### config.mk
export PLATFORM = sky130hd
export DESIGN_NAME = sram_pkt_ctrl
export DESIGN_NICKNAME = d
export VERILOG_FILES = /design/src/rtl/sram_pkt_ctrl.sv
export SDC_FILE = /design/constraint.sdc
export NUM_CORES = 1
export LEC_CHECK = 0
export CAP_MARGIN = 15
export CORE_ASPECT_RATIO = 1.75
export CORE_MARGIN = 2
export CORE_UTILIZATION = 41
export DETAILED_ROUTE_END_ITERATION = 12
export PLACE_DENSITY = 0.62
export SYNTH_ARGS = -nofsm -noshare
export SYNTH_HDL_FRONTEND = slang
export SYNTH_SLANG_ARGS = --single-unit
### constraint.sdc
create_clock -name clk -period 15.25 [get_ports clk]
set_input_delay 2.2875 -clock clk [delete_from_list [all_inputs] [get_ports clk]]
set_output_delay 2.2875 -clock clk [all_outputs]
set_load 0.02 [all_outputs]
### src/rtl/sram_pkt_ctrl.sv
// Packet-buffer controller: writes whole RX packets into a circular SRAM region and streams
// committed packets to the reader. Define SRAM_PKT_STATS_EN to add pkt_cnt/drop_cnt outputs.
module sram_pkt_ctrl #(
    parameter int unsigned ADDR_W = 11,
    parameter int unsigned DATA_W = 64,
    parameter int unsigned DESC_W = 4
) (
    input  logic              clk,
    input  logic              reset,
    input  logic              in_valid,
    input  logic [DATA_W-1:0] in_data,
    input  logic              in_sop,
    input  logic              in_eop,
    output logic              pkt_avail,
    output logic [ADDR_W:0]   pkt_len,
    input  logic              rd_req,
    output logic              rd_valid,
    input  logic              rd_ready,
    output logic [DATA_W-1:0] rd_data,
    output logic              rd_eop,
    output logic              mem_write,
    output logic [31:0]       mem_wr_addr,
    output logic [DATA_W-1:0] mem_data_in,
    output logic              mem_read,
    output logic [31:0]       mem_rd_addr,
    input  logic [DATA_W-1:0] mem_data_out
`ifdef SRAM_PKT_STATS_EN
    ,
    output logic [15:0]       pkt_cnt,
    output logic [15:0]       drop_cnt
`endif
);

    localparam int unsigned NDESC = 2 ** DESC_W;
    localparam logic [ADDR_W:0]   DEPTH   = (ADDR_W + 1)'(2 ** ADDR_W);
    localparam logic [ADDR_W:0]   LEN_ONE = (ADDR_W + 1)'(1);
    localparam logic [ADDR_W-1:0] PTR_ONE = ADDR_W'(1);

    typedef enum logic [1:0] {WrIdle, WrPkt, WrDrop} wr_state_e;
    typedef enum logic {RdIdle, RdXfer} rd_state_e;

    wr_state_e wr_state_q, wr_state_d;
    rd_state_e rd_state_q, rd_state_d;
    logic [ADDR_W-1:0] wr_ptr_q, wr_ptr_d, wr_start_q, wr_start_d, rd_ptr_q, rd_ptr_d;
    logic [ADDR_W:0]   wr_len_q, wr_len_d, used_q, used_d, rd_cnt_q, rd_cnt_d;
    logic [ADDR_W-1:0] desc_start_q [NDESC];
    logic [ADDR_W:0]   desc_len_q [NDESC];
    logic [DESC_W:0]   desc_wr_q, desc_rd_q;

    logic              fifo_full, fifo_empty, can_start, do_start, push, pop;
    logic              drop_abort, drop_reject;
    logic [ADDR_W-1:0] start_addr, wr_addr, push_start, head_start;
    logic [ADDR_W:0]   new_len, push_len, head_len;
    logic [ADDR_W+1:0] need_words;

    assign fifo_empty = (desc_wr_q == desc_rd_q);
    assign fifo_full  = (desc_wr_q[DESC_W] != desc_rd_q[DESC_W]) &&
                        (desc_wr_q[DESC_W-1:0] == desc_rd_q[DESC_W-1:0]);
    assign head_start = desc_start_q[desc_rd_q[DESC_W-1:0]];
    assign head_len   = desc_len_q[desc_rd_q[DESC_W-1:0]];
    assign can_start  = !fifo_full && (used_q != DEPTH);
    assign new_len    = wr_len_q + LEN_ONE;
    // Committed words plus the in-progress packet including the current word.
    assign need_words = {1'b0, used_q} + {1'b0, new_len};

    assign pkt_avail   = !fifo_empty;
    assign pkt_len     = fifo_empty ? '0 : head_len;
    assign mem_wr_addr = {{(32 - ADDR_W){1'b0}}, wr_addr};
    assign mem_data_in = mem_write ? in_data : '0;
    assign mem_rd_addr = mem_read ? {{(32 - ADDR_W){1'b0}}, rd_ptr_q} : 32'd0;

    always_comb begin
        wr_state_d  = wr_state_q;
        wr_ptr_d    = wr_ptr_q;
        wr_start_d  = wr_start_q;
        wr_len_d    = wr_len_q;
        wr_addr     = wr_ptr_q;
        mem_write   = 1'b0;
        push        = 1'b0;
        push_start  = wr_start_q;
        push_len    = new_len;
        do_start    = 1'b0;
        start_addr  = wr_ptr_q;
        drop_abort  = 1'b0;
        drop_reject = 1'b0;
        if (in_valid) begin
            unique case (wr_state_q)
                WrPkt: begin
                    if (in_sop) begin
                        // Restart: the partial packet is abandoned and its space reused.
                        drop_abort = 1'b1;
                        do_start   = 1'b1;
                        start_addr = wr_start_q;
                    end else if (need_words > {1'b0, DEPTH}) begin
                        drop_abort = 1'b1;
                        wr_ptr_d   = wr_start_q;
                        wr_state_d = in_eop ? WrIdle : WrDrop;
                    end else begin
                        mem_write = 1'b1;
                        wr_ptr_d  = wr_ptr_q + PTR_ONE;
                        wr_len_d  = new_len;
                        if (in_eop) begin
                            push       = 1'b1;
                            wr_state_d = WrIdle;
                        end
                    end
                end
                WrDrop: begin
                    if (in_sop) begin
                        do_start = 1'b1;
                    end else if (in_eop) begin
                        wr_state_d = WrIdle;
                    end
                end
                default: do_start = in_sop;
            endcase
        end
        if (do_start) begin
            wr_addr = start_addr;
            if (can_start) begin
                mem_write  = 1'b1;
                wr_start_d = start_addr;
                wr_ptr_d   = start_addr + PTR_ONE;
                wr_len_d   = LEN_ONE;
                push_start = start_addr;
                push_len   = LEN_ONE;
                if (in_eop) begin
                    push       = 1'b1;
                    wr_state_d = WrIdle;
                end else begin
                    wr_state_d = WrPkt;
                end
            end else begin
                drop_reject = 1'b1;
                wr_ptr_d    = start_addr;
                wr_state_d  = in_eop ? WrIdle : WrDrop;
            end
        end
    end

    always_comb begin
        rd_state_d = rd_state_q;
        rd_ptr_d   = rd_ptr_q;
        rd_cnt_d   = rd_cnt_q;
        pop        = 1'b0;
        mem_read   = 1'b0;
        rd_valid   = 1'b0;
        rd_data    = '0;
        rd_eop     = 1'b0;
        unique case (rd_state_q)
            RdXfer: begin
                mem_read = 1'b1;
                rd_valid = 1'b1;
                rd_data  = mem_data_out;
                rd_eop   = (rd_cnt_q == LEN_ONE);
                if (rd_ready) begin
                    rd_ptr_d = rd_ptr_q + PTR_ONE;
                    rd_cnt_d = rd_cnt_q - LEN_ONE;
                    if (rd_cnt_q == LEN_ONE) begin
                        pop        = 1'b1;
                        rd_state_d = RdIdle;
                    end
                end
            end
            default: begin
                if (rd_req && !fifo_empty) begin
                    rd_ptr_d   = head_start;
                    rd_cnt_d   = head_len;
                    rd_state_d = RdXfer;
                end
            end
        endcase
    end

    assign used_d = used_q + (push ? push_len : '0) - (pop ? head_len : '0);

    always_ff @(posedge clk) begin
        if (reset) begin
            wr_state_q <= WrIdle;
            rd_state_q <= RdIdle;
            wr_ptr_q   <= '0;
            wr_start_q <= '0;
            wr_len_q   <= '0;
            rd_ptr_q   <= '0;
            rd_cnt_q   <= '0;
            used_q     <= '0;
            desc_wr_q  <= '0;
            desc_rd_q  <= '0;
        end else begin
            wr_state_q <= wr_state_d;
            rd_state_q <= rd_state_d;
            wr_ptr_q   <= wr_ptr_d;
            wr_start_q <= wr_start_d;
            wr_len_q   <= wr_len_d;
            rd_ptr_q   <= rd_ptr_d;
            rd_cnt_q   <= rd_cnt_d;
            used_q     <= used_d;
            if (push) desc_wr_q <= desc_wr_q + 1'b1;
            if (pop) desc_rd_q <= desc_rd_q + 1'b1;
        end
    end

    always_ff @(posedge clk) begin
        if (push) begin
            desc_start_q[desc_wr_q[DESC_W-1:0]] <= push_start;
            desc_len_q[desc_wr_q[DESC_W-1:0]]   <= push_len;
        end
    end

`ifdef SRAM_PKT_STATS_EN
    logic [16:0] pkt_sum, drop_sum;
    logic [15:0] pkt_cnt_q, drop_cnt_q;

    assign pkt_sum  = {1'b0, pkt_cnt_q} + {16'd0, push};
    assign drop_sum = {1'b0, drop_cnt_q} + {16'd0, drop_abort} + {16'd0, drop_reject};
    assign pkt_cnt  = pkt_cnt_q;
    assign drop_cnt = drop_cnt_q;

    always_ff @(posedge clk) begin
        if (reset) begin
            pkt_cnt_q  <= '0;
            drop_cnt_q <= '0;
        end else begin
            pkt_cnt_q  <= pkt_sum[16] ? 16'hFFFF : pkt_sum[15:0];
            drop_cnt_q <= drop_sum[16] ? 16'hFFFF : drop_sum[15:0];
        end
    end
`else
    logic unused_drop;
    assign unused_drop = drop_abort | drop_reject;
`endif

endmodule

After elaboration in Yosys (flattened, before gate mapping)
Memories as Yosys holds them, arrays and structs flattened. A register that Yosys moved wholly into a read port is not among the register bits.
Cells that the tools add are included.
- memory bits (writable): 368
- memories kept: 2
- word-level logic and storage cells: 121
- register bits after elaboration: 82
- memories (name ; depth ; width ; rd ports ; clocked after Yosys merged registers in ; wr ports ; RTL line ; RTL):
    desc_len_q ; 16 ; 12 ; 1 ; 1 ; 1 ; 47 ; logic [ADDR_W:0] desc_len_q [NDESC];
    desc_start_q ; 16 ; 11 ; 1 ; 1 ; 1 ; 46 ; logic [ADDR_W-1:0] desc_start_q [NDESC];
- equal/unequal tests: 11
- mux-type cells: 74
- add/sub/neg operators: 10
- order comparisons: 1
- reductions and logical operators: 13
- operators by type and width (cell ; number):
    2-to-1 mux 11 bit ; 16
    2-to-1 mux 12 bit ; 14
    2-to-1 mux 64 bit ; 2
    adder 11 x 1 -> 11 bit (second input constant) ; 3
    2-to-1 mux 1 bit ; 29
    2-to-1 mux 2 bit ; 8
    2-to-1 mux 4 bit ; 4
    adder 12 x 12 -> 13 bit ; 1
    greater-than comparator 13 x 12 -> 1 bit (second input constant) ; 1
    adder 12 x 1 -> 12 bit (second input constant) ; 1
    adder 12 bit ; 1
    equality test 12 x 1 -> 1 bit (second input constant) ; 1
    != test 12 bit (second input constant) ; 1
    subtractor 12 x 1 -> 12 bit (second input constant) ; 1
    subtractor 12 bit ; 1
    adder 5 x 1 -> 5 bit (second input constant) ; 2
    != test 3 bit (second input constant) ; 2
    nonzero test 2 bit ; 3
    equality test 5 bit ; 1
    equality test 4 bit ; 1
    case mux 2 bit (2 select lines) ; 1
    AND reduction 4 bit ; 1
    logical AND 1 bit ; 3
    AND reduction 3 bit ; 1
    other kinds (9) ; 10

Depth between registers and ports, before layout
- depth in word-level cells: 13
- mapped depth: 30

Least setup slack after synthesis
Ideal clock, no wire load.
- kind: input-to-output
- from: input in_valid
- to: output mem_data_in[34]
- path slack: 9.138 ns
- buffers on the path: 3
- cell stages on the path: 8
- data arrival time: 3.825 ns
- cells stage by stage: buf_2 nand3_1 nor2_2 a21oi_1 inv_2 clkbuf_1 clkbuf_1 and2_1
- longest elaborated chain between the ends: 4
- elaborated cells on any way between the ends: 5
- those cells by class: mux: 5
- RTL lines (what ; RTL line ; RTL):
    start, declared ; 10 ; input logic in_valid,
    2-to-1 mux 1 bit ; 86 ; if (in_valid) begin
    2-to-1 mux 1 bit ; 120 ; if (can_start) begin
    2-to-1 mux 1 bit * ; 118 ; if (do_start) begin
    2-to-1 mux 64 bit * ; 69 ; assign mem_data_in = mem_write ? in_data : '0;
    end, declared ; 23 ; output logic [DATA_W-1:0] mem_data_in,
Mark *: on every way between the ends. The rest lies on a longest branch, timed or not.

Final worst setup path
- from: register wr_len_q[0]
- to: output mem_data_in[43]
- longest elaborated chain between the ends: 10
- RTL lines (what ; RTL line ; RTL):
    start, declared ; 45 ; logic [ADDR_W:0] wr_len_q, wr_len_d, used_q, used_d, rd_cnt_q, rd_cnt_d;
    start signal, assigned ; 194 ; wr_len_q <= wr_len_d;
    adder 12 x 1 -> 12 bit * ; 62 ; assign new_len = wr_len_q + LEN_ONE;
    adder 12 x 12 -> 13 bit * ; 64 ; assign need_words = {1'b0, used_q} + {1'b0, new_len};
    greater-than comparator 13 x 12 -> 1 bit * ; 94 ; end else if (need_words > {1'b0, DEPTH}) begin
    2-to-1 mux 1 bit * ; 94 ;
    2-to-1 mux 1 bit * ; 89 ; if (in_sop) begin
    2-to-1 mux 1 bit * ; 87 ; unique case (wr_state_q)
    2-to-1 mux 1 bit * ; 86 ;
    2-to-1 mux 1 bit ; 120 ;
    2-to-1 mux 1 bit * ; 118 ;
    2-to-1 mux 64 bit * ; 69 ;
Marked as above.

==> qor.yml <==
dieArea_um2: 54500
r2r-start: "wr_len_q[0]"
cts_resized: 0
yosysWarningCount: 0
max_freq_mhz: 125
synthTopCellsByArea: "edfxtp_1 (51%), mux4_2 (12%), dfxtp_1 (8.0%)"
finalMaxSlewViolations: 0
syn_to_final_growth_pct: 23.1
drtAntennaViolNets: 0
drc: 0
worst-setup-path-type: "reg2out"
timing.final.crit_share_pct: 52.3
min_to: "wr_len_q[1]"
worst-r2r-cell-count: 25
finalNetCount: 2053
worstMarginPinSlew_ps: 1120
cp-start-kind: "flop"
grt_pass1_wl_um: 86300
pin_count: 344
cts.sinks: 454
die_w_um: 177
syn_avg_cell_area_um2: 13.7
cp-end-kind: "primary output"
drt_iter0_drc: 1093
clk_latency_ps: 560
outcome: "complete, no violations"
synth_area_leader_cell: "edfxtp_1"
worst-path-max-fanout: 68
start_util_pct: 41.3
gp_congestion: 0.888
fin_skew_ps: 18.2
multi_input_area_um2: 8040
cts_tree: "yes"
rsz0062_at_grt: "false"
holdPathStages: 2
r2r_slack_ps: 8360
diodes: 0
cts_buffers: 43
rows: 111
setup_viol: 0
hp-class: "reg2reg"
synth_cell_types: 73
hold_viol_final: 0
die_h_um: 307
synth-edff-count: 368
grt_overflow_total: 0
pre_cts_slack_ps: 7480
io_buffers: 301
synthFlopType: "edfxtp_1"
clk_pin_slew_worst_paths_ps: 60
p_per_area_nw_per_um2: 107
slew_headroom_pct: 25.4
critical_path_arrival_ps: 5690
drive_above_1_share_pct: 12.5
fin_ws_ps: 7270
grt.total_usage_pct: 21.1
h-tree-depth: 2
drv_cap: 0
cts_hold_buf: 0
final_core_util_pct: 50.8
vias_per_cell: 5.39
synth_top_cell_area_share_pct: 51.3
ys_seq_elements: 454
fillers: 4461
fp.coreArea_um2: 52200
synthArstFlopShare_pct: 0
syn_inst: 1575
post-dp-hpwl_um: 38200
synth_seq_area_share_pct: 59.2
routed_wl_um: 58400
finalCriticalPeriod_ps: 7980
netlist_area_um2: 21600
power.leakage_nw: 9.11
final_cells: 2582
r2r-end: "used_q[11]"
ctsRootBufferMaster: "clkbuf_16"
post_drt_wl_per_cell_um: 22.6
finalSetupTns_ps: 0
placedCellCount: 2503
grt_max_degree: 105
regArea_um2: 12800
drt_first_pass_iters: 5
cts.path.max_buffers: 3
postCtsSetupBuffers: 0
hold_path_startpoint: "wr_len_q[1]"
dr_total_vias: 13900
ir_worst_vdd_mv: 0.0883
grt_antenna_before_repair: 0
grt_pass1_vias: 13900
holdWs_ps: 484
worstPathRequired_ps: 12960
## Yosys cell counts (5+ instances only)
cell type and count:
and2_1 165, or4_1 5, buf_4 44, mux2i_1 17
o31ai_1 10, and4_1 6, mux4_2 114, or3_1 6
nand4_1 7, nand2b_1 9, buf_2 10, buf_1 8
o21ai_0 50, edfxtp_1 368, xor2_1 27, clkbuf_1 64
nor2b_1 20, and3_1 32, fa_1 12, a22oi_1 15
a211oi_1 14, a21oi_1 36, a311oi_1 5, nand3_1 35
nand2_1 88, o22ai_1 9, ha_1 36, a21o_1 7
nor3_1 19, dfxtp_1 86, inv_1 67, nor2_1 87
nor4_1 5, o21a_1 5, xnor2_1 31
## power breakdown
part           internal [W]  total (W)  switching [W]
Sequential          0.00135    0.00138      0.0000241
Combinational      0.000192   0.000426       0.000233
Clock              0.000575    0.00104       0.000463
Total               0.00212    0.00284       0.000721
## metrics by stage
stage | power [W] | cell area, µm²
3_5_place_dp | 0.00183 | 25200
3_3_place_gp | 0.00182 | 25200
4_1_cts | 0.00286 | 26600
2_1_floorplan | 0.00168 | 21700
6_report | 0.00284 | 26600
5_1_grt | 0.00295 | 26600
## cell usage in the layout, fill, tap and decap left out, types with 9 or more instances in the layout
| cell | count |
|---|---|
| mux2i_1 | 17 |
| and2_1 | 165 |
| and3_1 | 32 |
| buf_4 | 35 |
| edfxtp_1 | 368 |
| dfxtp_1 | 82 |
| nand2b_1 | 9 |
| a211oi_1 | 14 |
| ha_1 | 36 |
| conb_1 | 42 |
| nand2_1 | 88 |
| fa_1 | 12 |
| a22oi_1 | 15 |
| o22ai_1 | 9 |
| mux4_2 | 114 |
| xnor2_1 | 31 |
| xor2_1 | 27 |
| a21oi_1 | 36 |
| clkbuf_16 | 44 |
| nor2_1 | 86 |
| clkdlybuf4s50_1 | 300 |
| nor2b_1 | 18 |
| o31ai_1 | 10 |
| nor3_1 | 18 |
| nand3_1 | 35 |
| clkinv_2 | 10 |
| o21ai_0 | 45 |
| inv_1 | 67 |
## cell type report
cell class | instances | area share (%)
well taps | 678 | 3.20
clock inverters | 26 | 0.754
clock buffers | 53 | 4.35
multi-input cells | 967 | 30.3
repair buffers | 336 | 12.3
flip-flops and latches | 454 | 48.1
inverters | 68 | 0.961
## logic make-up after synthesis
kind of cell | after synthesis | synth area share (%)
other | 1 | 0.0174
multiplexers | 133 | 12.8
buffers and inverters | 195 | 4.25
flip-flops | 454 | 59.2
AO/OA/AOI/OAI | 185 | 5.64
AND/OR/NAND/NOR | 500 | 12.4
XOR/XNOR | 59 | 2.46
adder cells (fa/ha/maj) | 48 | 3.20
## registers in the layout, indices dropped and copies added, names as in the netlist, named ones only
name and flops:
rd_state_q 1, wr_ptr_q 11, desc_len_q 192, rd_cnt_q 12, wr_len_q 12, desc_start_q 176, desc_wr_q 5, desc_rd_q 5
rd_ptr_q 11, used_q 12, wr_start_q 11, wr_state_q 2
## routing by layer
layer  vias to the layer above  global-route usage (%)  share of wire (%)
li1                       6342                       -                  -
met1                      7094                    25.6                 38
met2                       396                    39.9                 55
met3                        75                    1.99                4.7
met4                         0                    5.38                2.1
met5                         -                       0                  0
## worst max path at each step
stage | startpoint | to | slack, ps | depth (start not counted)
6_report | wr_len_q[0] | mem_data_in[43] | 7270 | 15
5_1_grt | wr_len_q[0] | mem_data_in[43] | 6890 | 16
4_1_cts | wr_len_q[0] | mem_data_in[49] | 7240 | 15
3_5_place_dp | in_valid | mem_data_in[37] | 7480 | 7
3_3_place_gp | in_valid | mem_data_in[53] | 7620 | 7
2_1_floorplan | in_valid | mem_data_in[34] | 9140 | 8
## critical path, cell delays in order (launching register included)
cell and delay [ps]:
dfxtp_1 380, ha_1 220, nand3_1 150, nor2_1 230
and3_1 260, and3_1 220, xnor2_1 210, ha_1 360
or3_1 410, a2111oi_2 370, and4_1 270, a31o_2 290
a21oi_1 260, inv_2 640, and2_1 240, clkdlybuf4s50_1 610
Power figures use the tool's default switching activity.
